--- src/rtl/tfacc_regif.sv ---
// tfacc_regif: accelerator control/status register file on the sr_cpu bus.
// Decodes a 256-byte window at BASE, answers writes after one cycle and
// reads after two, drives the core run level, latches completion into a
// sticky done flag and counts busy cycles.
module tfacc_regif #(
  parameter logic [31:0] BASE   = 32'hffff0300,
  parameter int          NPARAM = 14
) (
  input  logic                   clk,
  input  logic                   rst,
  input  logic [31:0]            adr,
  input  logic [3:0]             we,
  input  logic                   re,
  input  logic [31:0]            dw,
  output logic [31:0]            dr,
  output logic                   rdy,
  output logic                   run,
  input  logic                   done,
  output logic                   irq,
  output logic [NPARAM*32-1:0]   prm
);

  localparam logic [1:0] S_IDLE  = 2'd0;
  localparam logic [1:0] S_WACK  = 2'd1;
  localparam logic [1:0] S_RWAIT = 2'd2;
  localparam logic [1:0] S_RACK  = 2'd3;

  localparam logic [7:0] OFF_CTRL = 8'h00;
  localparam logic [7:0] OFF_STAT = 8'h04;
  localparam logic [7:0] OFF_CYC  = 8'h80;

  logic [1:0]  state_r;
  logic [1:0]  state_nx_s;
  logic [7:0]  rd_off_r;
  logic [31:0] rd_val_s;
  logic        done_flag_r;
  logic        ie_r;
  logic [31:0] cyc_r;
  logic [31:0] prm_r [NPARAM];

  logic [7:0]  off_s;
  logic        in_blk_s;
  logic        wr_go_s;
  logic        rd_go_s;
  logic        ctrl_wr_s;
  logic        stat_w1c_s;
  logic        start_s;
  logic        abort_s;
  logic        done_hit_s;

  // Address decode and the single-cycle write/read acceptance conditions.
  always_comb begin
    off_s      = adr[7:0];
    in_blk_s   = (adr[31:8] == BASE[31:8]);
    wr_go_s    = (state_r == S_IDLE) && (we != 4'h0) && in_blk_s;
    rd_go_s    = (state_r == S_IDLE) && (we == 4'h0) && re && in_blk_s;
    ctrl_wr_s  = wr_go_s && (off_s == OFF_CTRL) && we[0];
    stat_w1c_s = wr_go_s && (off_s == OFF_STAT) && we[0] && dw[1];
    // abort dominates start when both bits are written together
    start_s    = ctrl_wr_s && dw[0] && !dw[2] && !run;
    abort_s    = ctrl_wr_s && dw[2];
    done_hit_s = done && run;
  end

  // Bus handshake next-state logic; requests are only taken from idle.
  always_comb begin
    state_nx_s = S_IDLE;
    case (state_r)
      S_IDLE: begin
        if (wr_go_s) begin
          state_nx_s = S_WACK;
        end else if (rd_go_s) begin
          state_nx_s = S_RWAIT;
        end else begin
          state_nx_s = S_IDLE;
        end
      end
      S_WACK:  state_nx_s = S_IDLE;
      S_RWAIT: state_nx_s = S_RACK;
      S_RACK:  state_nx_s = S_IDLE;
      default: state_nx_s = S_IDLE;
    endcase
  end

  // Handshake state, registered rdy strobe and latched read offset.
  always_ff @(posedge clk) begin
    if (rst) begin
      state_r  <= S_IDLE;
      rdy      <= 1'b0;
      rd_off_r <= 8'h00;
    end else begin
      state_r <= state_nx_s;
      rdy     <= (state_nx_s == S_WACK) || (state_nx_s == S_RACK);
      if (rd_go_s) begin
        rd_off_r <= off_s;
      end else begin
        rd_off_r <= rd_off_r;
      end
    end
  end

  // Read mux over the register map; unmapped or unaligned offsets read 0.
  always_comb begin
    rd_val_s = 32'h0000_0000;
    case (rd_off_r)
      OFF_CTRL: rd_val_s = {29'b0, 1'b0, ie_r, 1'b0};
      OFF_STAT: rd_val_s = {30'b0, done_flag_r, run};
      OFF_CYC:  rd_val_s = cyc_r;
      default: begin
        for (int i = 0; i < NPARAM; i++) begin
          if (rd_off_r == 8'(8 + 4 * i)) begin
            rd_val_s = prm_r[i];
          end else begin
            rd_val_s = rd_val_s;
          end
        end
      end
    endcase
  end

  // Read data register, loaded only in the wait state and held otherwise.
  always_ff @(posedge clk) begin
    if (rst) begin
      dr <= 32'h0000_0000;
    end else if (state_r == S_RWAIT) begin
      dr <= rd_val_s;
    end else begin
      dr <= dr;
    end
  end

  // Run level, sticky done flag and interrupt enable.
  always_ff @(posedge clk) begin
    if (rst) begin
      run         <= 1'b0;
      done_flag_r <= 1'b0;
      ie_r        <= 1'b0;
    end else begin
      if (start_s) begin
        run <= 1'b1;
      end else if (abort_s || done_hit_s) begin
        run <= 1'b0;
      end else begin
        run <= run;
      end
      // a completion in the same cycle as W1C must not be lost
      if (done_hit_s) begin
        done_flag_r <= 1'b1;
      end else if (start_s || stat_w1c_s) begin
        done_flag_r <= 1'b0;
      end else begin
        done_flag_r <= done_flag_r;
      end
      if (ctrl_wr_s) begin
        ie_r <= dw[1];
      end else begin
        ie_r <= ie_r;
      end
    end
  end

  // Busy-cycle counter: cleared on an accepted start, counts while running.
  always_ff @(posedge clk) begin
    if (rst) begin
      cyc_r <= 32'h0000_0000;
    end else if (start_s) begin
      cyc_r <= 32'h0000_0000;
    end else if (run) begin
      cyc_r <= cyc_r + 32'h0000_0001;
    end else begin
      cyc_r <= cyc_r;
    end
  end

  // Layer-parameter registers with per-byte write strobes.
  always_ff @(posedge clk) begin
    if (rst) begin
      for (int i = 0; i < NPARAM; i++) begin
        prm_r[i] <= 32'h0000_0000;
      end
    end else begin
      for (int i = 0; i < NPARAM; i++) begin
        for (int b = 0; b < 4; b++) begin
          if (wr_go_s && (off_s == 8'(8 + 4 * i)) && we[b]) begin
            prm_r[i][8*b +: 8] <= dw[8*b +: 8];
          end else begin
            prm_r[i][8*b +: 8] <= prm_r[i][8*b +: 8];
          end
        end
      end
    end
  end

  assign irq = done_flag_r & ie_r;

  for (genvar g = 0; g < NPARAM; g++) begin : g_prm
    assign prm[32*g +: 32] = prm_r[g];
  end

endmodule

--- config.mk ---
export PLATFORM = sky130hd
export DESIGN_NAME = tfacc_regif
export DESIGN_NICKNAME = d
export VERILOG_FILES = /design/src/rtl/tfacc_regif.sv
export SDC_FILE = /design/constraint.sdc
export NUM_CORES = 1
export LEC_CHECK = 0
export ABC_AREA = 1
export CAP_MARGIN = 15
export CELL_PAD_IN_SITES_DETAIL_PLACEMENT = 1
export CELL_PAD_IN_SITES_GLOBAL_PLACEMENT = 1
export CORE_ASPECT_RATIO = 1.75
export CORE_MARGIN = 2
export CORE_UTILIZATION = 39
export CTS_BUF_LIST = sky130_fd_sc_hd__clkbuf_2
export CTS_CLUSTER_SIZE = 8
export DETAILED_ROUTE_END_ITERATION = 8
export GPL_TIMING_DRIVEN = 0
export HOLD_SLACK_MARGIN = 0.06
export PLACE_DENSITY_LB_ADDON = 0.05
export REMOVE_ABC_BUFFERS = 1
export SYNTH_ARGS = -nofsm -noshare
export SYNTH_HDL_FRONTEND = slang
export SYNTH_SLANG_ARGS = --single-unit
--- constraint.sdc ---
create_clock -name clk -period 2.84 [get_ports clk]
set_input_delay 0.426 -clock clk [delete_from_list [all_inputs] [get_ports clk]]
set_output_delay 0.426 -clock clk [all_outputs]
set_load 0.01 [all_outputs]
==> out/qor.log, run 1 <==
[outcome] outcome finished clean
[die] Core ar. 0.0591 sq mm
[placement] pre-CTS setup slack -0.866 ns
[timing] Final Worst Setup Slack 0.0917 ns
[synthesis] average footprint of a synthesized cell 9.65 sq um
[cells_and_area] area delta synth->final 35.6%
[routing] First-pass DRT Iterations 5
[routing] post-detailed-route count of antenna-violating nets 0
[timing] period utilization 96.8%
[die] number of core rows 118
[power_and_ir_drop] power per unit of standard cell area 521 mW/mm^2
[clock_network] number of clock buffers inserted by TritonCTS 121
[synthesis] leading cell types by total area after synthesis sky130_fd_sc_hd__edfxtp_1, sky130_fd_sc_hd__nor2_1, sky130_fd_sc_hd__nand2_1
[cells_and_area] commonest non-fill, non-tap cell in the layout sky130_fd_sc_hd__nor2_1
[routing] DRC 0
[clock_network] Root Driver sky130_fd_sc_hd__clkbuf_2
[timing] final period demand of the worst path 2.75 ns
[synthesis] number of enable flip-flop cells after synthesis 448
[routing] Vias/cell 5.29
[setup_path] Worst Setup Path Type reg2reg
[synthesis] dominant register cell in the synthesized netlist sky130_fd_sc_hd__edfxtp_1
[die] die height 327 um
[die] ports placed on the boundary 555
[worst_hold_path] kind of path behind the tightest hold check in2reg
[global_route] GRT met1 Usage 34.2%
[die] Die X-Extent 189 um
[global_route] first-pass GRT wire length 144 mm
[routing] DRT Wirelength 100 mm
[placement] placer's final routability congestion estimate 0.942
[global_route] busiest layer in global routing met2
[cells_and_area] fill cell count 6,761
[timing] Post-Route Setup TNS 0 ns
[synthesis] cell type with the largest total area after synthesis sky130_fd_sc_hd__edfxtp_1
[cells_and_area] Final Net Count 3,130
[synthesis] cell area after synthesis 0.0233 sq mm
[routing] DRC violation total after the first TritonRoute iteration 1,350
[placement] count of input and output buffers 554
[global_route] largest net degree at the start of global routing 138
[setup_path] crit end category flip-flop
[clock_network] CTS tree yes
[clock_network] buffer depth of the longest clock path 3
[timing] number of hold-slack violations in the final timing report 0
[die] initial standard-cell utilization of the core 39.4%
[setup_path] Data required, critical path 4.06 ns
[setup_path] largest fanout on the critical path 16
[synthesis] post-synthesis sequential area ratio 64.4%
[timing] Setup-failing EPs final 0
[synthesis] portion of synthesized cell area occupied by the leading cell type 57.8%
[timing] unrepaired setup endpoints after global routing false
[cells_and_area] share of final-layout standard cells stronger than drive strength 1 10.8%
[synthesis] async set or reset register ratio after synthesis 0%
[placement] DP Wirelength 74.2 mm
[die] floorplan die area 0.0618 sq mm
[synthesis] Synth cell types 43
[setup_path] setup slack on the worst flop-to-flop path 0.09 ns
[clock_network] clock-pin slew on the worst setup and hold paths 0.13 ns
[global_route] grt met2 use 57.6%
[setup_path] Worst setup SP type flip-flop
[synthesis] flop and latch count out of synthesis 525
[timing] maximum achievable frequency 364 MHz
[routing] detailed-route via count 20.8k
[timing] Slew headroom 30.8%
[flow_run] Max Cap Viol 0
[setup_path] arrival time at the worst endpoint 3.97 ns
[timing] pins over their slew limit 0
[power_and_ir_drop] Pleak 12.1 nW
[global_route] initial antenna violation count 4
[global_route] remaining global-route overflow 0
[cells_and_area] utilization of the core after routing 53.5%
[global_route] all-layer global routing usage 32.2%
[global_route] met3 track demand over resource 9.27%
[synthesis] Yosys Warn Count 0
[timing] largest clock skew in the final design 0.0822 ns
[timing] worst slew pin tran 1.03 ns
[clock_network] Clock Latency Late Sink 1.29 ns
[synthesis] Post-Synthesis Cells 2,414
[global_route] number of global-route vias before repair 22.0k
[cells_and_area] most used cells in the layout excluding fill and tap cells sky130_fd_sc_hd__nor2_1, sky130_fd_sc_hd__clkdlybuf4s50_1, sky130_fd_sc_hd__edfxtp_1, sky130_fd_sc_hd__nand2_1, sky130_fd_sc_hd__inv_1
[clock_network] maximum level of the CTS H-tree 3
[power_and_ir_drop] peak supply drop 519 uV
[routing] post-DR wirelength/cell 25.5 um
[clock_network] CTS sink count 525
-- Yosys cell counts, drive strengths merged (2+ instances only) --
cell,number
a21oi,41
edfxtp,448
or2,38
inv,207
a31oi,3
nand3,127
buf,44
xor2,17
o2111ai,4
a211oi,9
xnor2,5
nand2,452
nor3b,3
dfxtp,77
nand4,96
o21ai,93
clkbuf,107
nor2,570
nor4,7
clkinv,2
nor3,57
-- area by class of cell --
class,instances,area [sq um],area share [%]
Antenna cell,7,17.5,0.0555
Clock buffer,176,881,2.79
Clock inverter,42,224,0.709
Inverter,209,801,2.54
Multi-Input combinational cell,1530,6950,22.0
Sequential cell,525,15000,47.5
Tap cell,780,976,3.09
Timing Repair Buffer,670,6740,21.3
-- per-stage QoR --
stage | cells | power [W] | cell area (sq um) | hold slack (ns)
2_1_floorplan | 2263 | 0.00988 | 22600 | 0.446
3_5_place_dp | 3656 | 0.0115 | 29800 | 0.468
3_3_place_gp | 3597 | 0.0115 | 29200 | 0.465
4_1_cts | 3930 | 0.0166 | 31500 | 0.100
5_1_grt | 3936 | 0.0170 | 31600 | 0.184
6_report | 3939 | 0.0165 | 31600 | 0.207
-- power by group --
part,switching [W],leakage [nW],internal [W],total [W]
sequential,0.000337,4.96,0.00892,0.00926
combinational,0.00113,6.31,0.00102,0.00215
clock,0.00319,0.834,0.00185,0.00504
-- registers in the layout (all words and copies together), names as in the netlist --
name         flops
prm_r          448
ie_r             1
dr              32
state_r          1
rdy              1
cyc_r           32
rd_off_r         8
run              1
done_flag_r      1
-- worst max-delay path, stage by stage, from the launching register on --
cell                      delay [ns]
sky130_fd_sc_hd__dfxtp_1        0.59
sky130_fd_sc_hd__inv_2          0.12
sky130_fd_sc_hd__nand2_1        0.13
sky130_fd_sc_hd__nor2_4         0.10
sky130_fd_sc_hd__nand2_1        0.57
sky130_fd_sc_hd__nand2_1        0.59
sky130_fd_sc_hd__a21oi_1        0.28
sky130_fd_sc_hd__nand2_1        0.15
sky130_fd_sc_hd__a21oi_1        0.16
-- cells by family (layout without fill, tap and decap cells) --
| kind of cell | after synthesis | count (layout) | share of synthesized area (%) |
|---|---|---|---|
| fa+ha+maj | 1 | 1 | 0.0537 |
| simple gates | 1353 | 1354 | 25.1 |
| xor+xnor | 22 | 22 | 0.827 |
| compound gates | 153 | 153 | 3.51 |
| buf+inv | 360 | 1097 | 6.16 |
| other cells | 0 | 7 | 0 |
| flops | 525 | 525 | 64.4 |
-- repair_timing --
action	4_1_cts	5_1_grt
gates resized for setup	17	15
hold endpoints to repair	357	0
setup buffers	8	1
endpoints found under the setup margin	66	87
pin swaps	3	1
gates cloned	1	0
hold buffers	47	0
-- metal layers --
| layer | up-vias | wire length [um] |
|---|---|---|
| met5 | - | 27 |
| met4 | 4 | 5220 |
| li1 | 9367 | - |
| met3 | 226 | 8120 |
| met2 | 868 | 51700 |
| met1 | 10400 | 35200 |
-- final timing paths --
kind,to,cells after the start,startpoint
setup reg to reg,dr[24],8,rd_off_r[3]
setup / recovery,dr[24],8,rd_off_r[3]
hold / removal,done_flag_r,8,adr[19]
hold reg to reg,rd_off_r[7],2,rd_off_r[7]
Power figures use the tool's default switching activity.
==> run 2: changes to the inputs <==
TNS_END_PERCENT = 50   (was default)
==> out/qor.log, run 2 (same netlist as run 1, synthesis figures left out) <==
[cells_and_area] largest registers ranked by flip-flop count prm_r: 448 flops, cyc_r: 32 flops, dr: 32 flops
[worst_hold_path] critical hold path startpoint adr[19]
[timing] largest clock skew in the final design 0.0830 ns
[setup_path] arrival time at the worst endpoint 3.97 ns
[clock_network] clock-pin slew on the worst setup and hold paths 0.13 ns
[global_route] initial antenna violation count 4
[routing] met3 wirelength from detailed routing 8.16 mm
[cells_and_area] share of final-layout standard cells stronger than drive strength 1 10.8%
[timing] worst slew pin tran 1.03 ns
[clock_network] maximum level of the CTS H-tree 3
[global_route] largest net degree at the start of global routing 138
[setup_path] master of the slowest instance on the critical path sky130_fd_sc_hd__dfxtp_1
[routing] met2 routed wirelength 51.7 mm
[routing] M1 wire length 35.2 mm
[outcome] outcome finished clean
[cells_and_area] most used cells in the layout excluding fill and tap cells sky130_fd_sc_hd__nor2_1, sky130_fd_sc_hd__clkdlybuf4s50_1, sky130_fd_sc_hd__edfxtp_1, sky130_fd_sc_hd__nand2_1, sky130_fd_sc_hd__inv_1
[timing] pins over their slew limit 0
[die] Die X-Extent 189 um
[setup_path] buffer and inverter count on the worst path 1
[cells_and_area] final cell area excluding filler cells 0.0316 sq mm
[global_route] all-layer global routing usage 32.2%
[setup_path] series of cell instances along the critical path inv_2 -> nand2_1 -> nor2_4 -> nand2_1 -> nand2_1 -> a21oi_1 -> nand2_1 -> a21oi_1
[cells_and_area] top register by number of flip-flops prm_r
[cells_and_area] Final Net Count 3,130
[worst_hold_path] cell count of the worst hold path 8
[routing] post-DR wirelength/cell 25.5 um
[placement] DP Wirelength 74.2 mm
[setup_path] worst flop-to-flop path endpoint dr[24]
[die] number of core rows 118
[cells_and_area] utilization of the core after routing 53.5%
[placement] number of cells in the design after placement 3,656
[routing] Top Layer Used met5
[clock_network] number of clock buffers inserted by TritonCTS 121
[global_route] remaining global-route overflow 0
[cells_and_area] commonest non-fill, non-tap cell in the layout sky130_fd_sc_hd__nor2_1
[setup_path] Worst setup SP type flip-flop
[clock_network] Clock Latency Late Sink 1.29 ns
[global_route] number of global-route vias before repair 22.0k
[routing] post-detailed-route count of antenna-violating nets 0
[setup_path] highest cell delay on the worst timing path 0.59 ns
[timing] unrepaired setup endpoints after global routing false
[setup_path] CP top delay family simple AND/OR/NAND/NOR gates
[die] die height 327 um
[clock_network] CTS tree yes
[timing] Slew headroom 30.8%
[placement] count of input and output buffers 554
[global_route] first-pass GRT wire length 144 mm
[timing] final period demand of the worst path 2.75 ns
[setup_path] setup slack on the worst flop-to-flop path 0.09 ns
[power_and_ir_drop] peak supply drop 519 uV
[clock_network] buffer depth of the longest clock path 3
[setup_path] Worst Setup Path Type reg2reg
[routing] Vias/cell 5.29
[timing] number of hold-slack violations in the final timing report 0
[cells_and_area] post-route insts no fill 3,939
[worst_hold_path] kind of path behind the tightest hold check in2reg
[clock_network] Root Driver sky130_fd_sc_hd__clkbuf_2
[setup_path] Data required, critical path 4.06 ns
[routing] detailed-route via count 20.8k
[setup_path] number of cell instances on the worst register-to-register path 8
[placement] pre-CTS setup slack -0.866 ns
[timing] period utilization 96.8%
[routing] DRC violation total after the first TritonRoute iteration 1,350
[routing] DRC 0
[timing] Setup-failing EPs final 0
[placement] Post-DP Area 0.0298 sq mm
[power_and_ir_drop] power per unit of standard cell area 521 mW/mm^2
[power_and_ir_drop] Pleak 12.1 nW
[worst_hold_path] worst hold path endpoint done_flag_r
[die] floorplan die area 0.0618 sq mm
[setup_path] crit end category flip-flop
[clock_network] CTS sink count 525
[setup_path] Worst Setup SP rd_off_r[3]
[die] Core ar. 0.0591 sq mm
[routing] DRT Wirelength 100 mm
[setup_path] cell type with the highest occurrence count on the critical path sky130_fd_sc_hd__nand2_1
[placement] placer's final routability congestion estimate 0.942
[timing] maximum achievable frequency 364 MHz
[routing] First-pass DRT Iterations 5
[setup_path] R2R Path Start rd_off_r[3]
[die] initial standard-cell utilization of the core 39.4%
[cells_and_area] area delta synth->final 35.6%
[flow_run] Max Cap Viol 0
[cells_and_area] max FFs per register 448
[timing] Final Worst Setup Slack 0.0898 ns
[setup_path] largest fanout on the critical path 16
[die] ports placed on the boundary 555
[timing] Worst Hold Slack 0.209 ns
==> run 2: cell types whose count changed in the layout (fill, tap and decap cells not counted) <==
cell | previous run | this run
sky130_fd_sc_hd__dlygate4sd2_1 | 7 | 6
sky130_fd_sc_hd__clkdlybuf4s50_1 | 546 | 547
==> run 2: what timing repair did <==
| item | in CTS | in global routing |
|---|---|---|
| pin swaps | 3 | 1 |
| endpoints found under the setup margin | 66 | 87 |
| endpoints found under the hold margin | 357 | 0 |
| gates cloned | 1 | 0 |
| buffers inserted | 8 | 1 |
| hold buffers | 47 | 0 |
| gates resized for setup | 16 | 15 |
==> run 2: through the flow <==
step | total power, W | setup TNS, ns
after floorplan | 0.00988 | 0
after global placement | 0.0115 | -
after detailed placement | 0.0115 | -222.75
after CTS | 0.0166 | -0.000506
after global routing | 0.0170 | 0
final | 0.0165 | 0
==> run 2: worst min-delay path: stages <==
cell	delay [ns]
sky130_fd_sc_hd__clkdlybuf4s50_1	0.42
sky130_fd_sc_hd__nand4_1	0.09
sky130_fd_sc_hd__nor2_1	0.05
sky130_fd_sc_hd__nand3b_1	0.14
sky130_fd_sc_hd__nor3_2	0.08
sky130_fd_sc_hd__nand3_1	0.07
sky130_fd_sc_hd__nand2_1	0.05
sky130_fd_sc_hd__o32ai_1	0.11
==> run 2: power by group <==
part	leakage, nW	switching (W)	internal, W
logic	6.31	0.00113	0.00102
clock network	0.834	0.00319	0.00185
registers	4.96	0.000337	0.00892
==> run 2: area by class of cell <==
cell class	count	area, sq um
sequential	525	15000
multi-input combinational	1530	6950
tap	780	976
timing repair buffer	670	6740
clock buffer	176	881
inverter	209	801
fill	6760	27500
clock inverter	42	224
antenna	7	17.5
==> run 2: routing by layer <==
metal  vias up  track usage [%]
met5         -                0
met2       872             57.6
li1       9366                -
met3       226             9.27
met1     10400             34.2
met4         4             16.8
==> run 2: worst max path at each step <==
stage / end / slack [ns] / depth (start not counted)
after global routing: prm_r[1][57] / 0.003 / 8
after detailed placement: prm_r[1][76] / -0.87 / 10
final: dr[24] / 0.09 / 8
after CTS: run / -0.0005 / 1
after floorplan: dr[0] / 0.07 / 6
after global placement: done_flag_r / -18.81 / 4
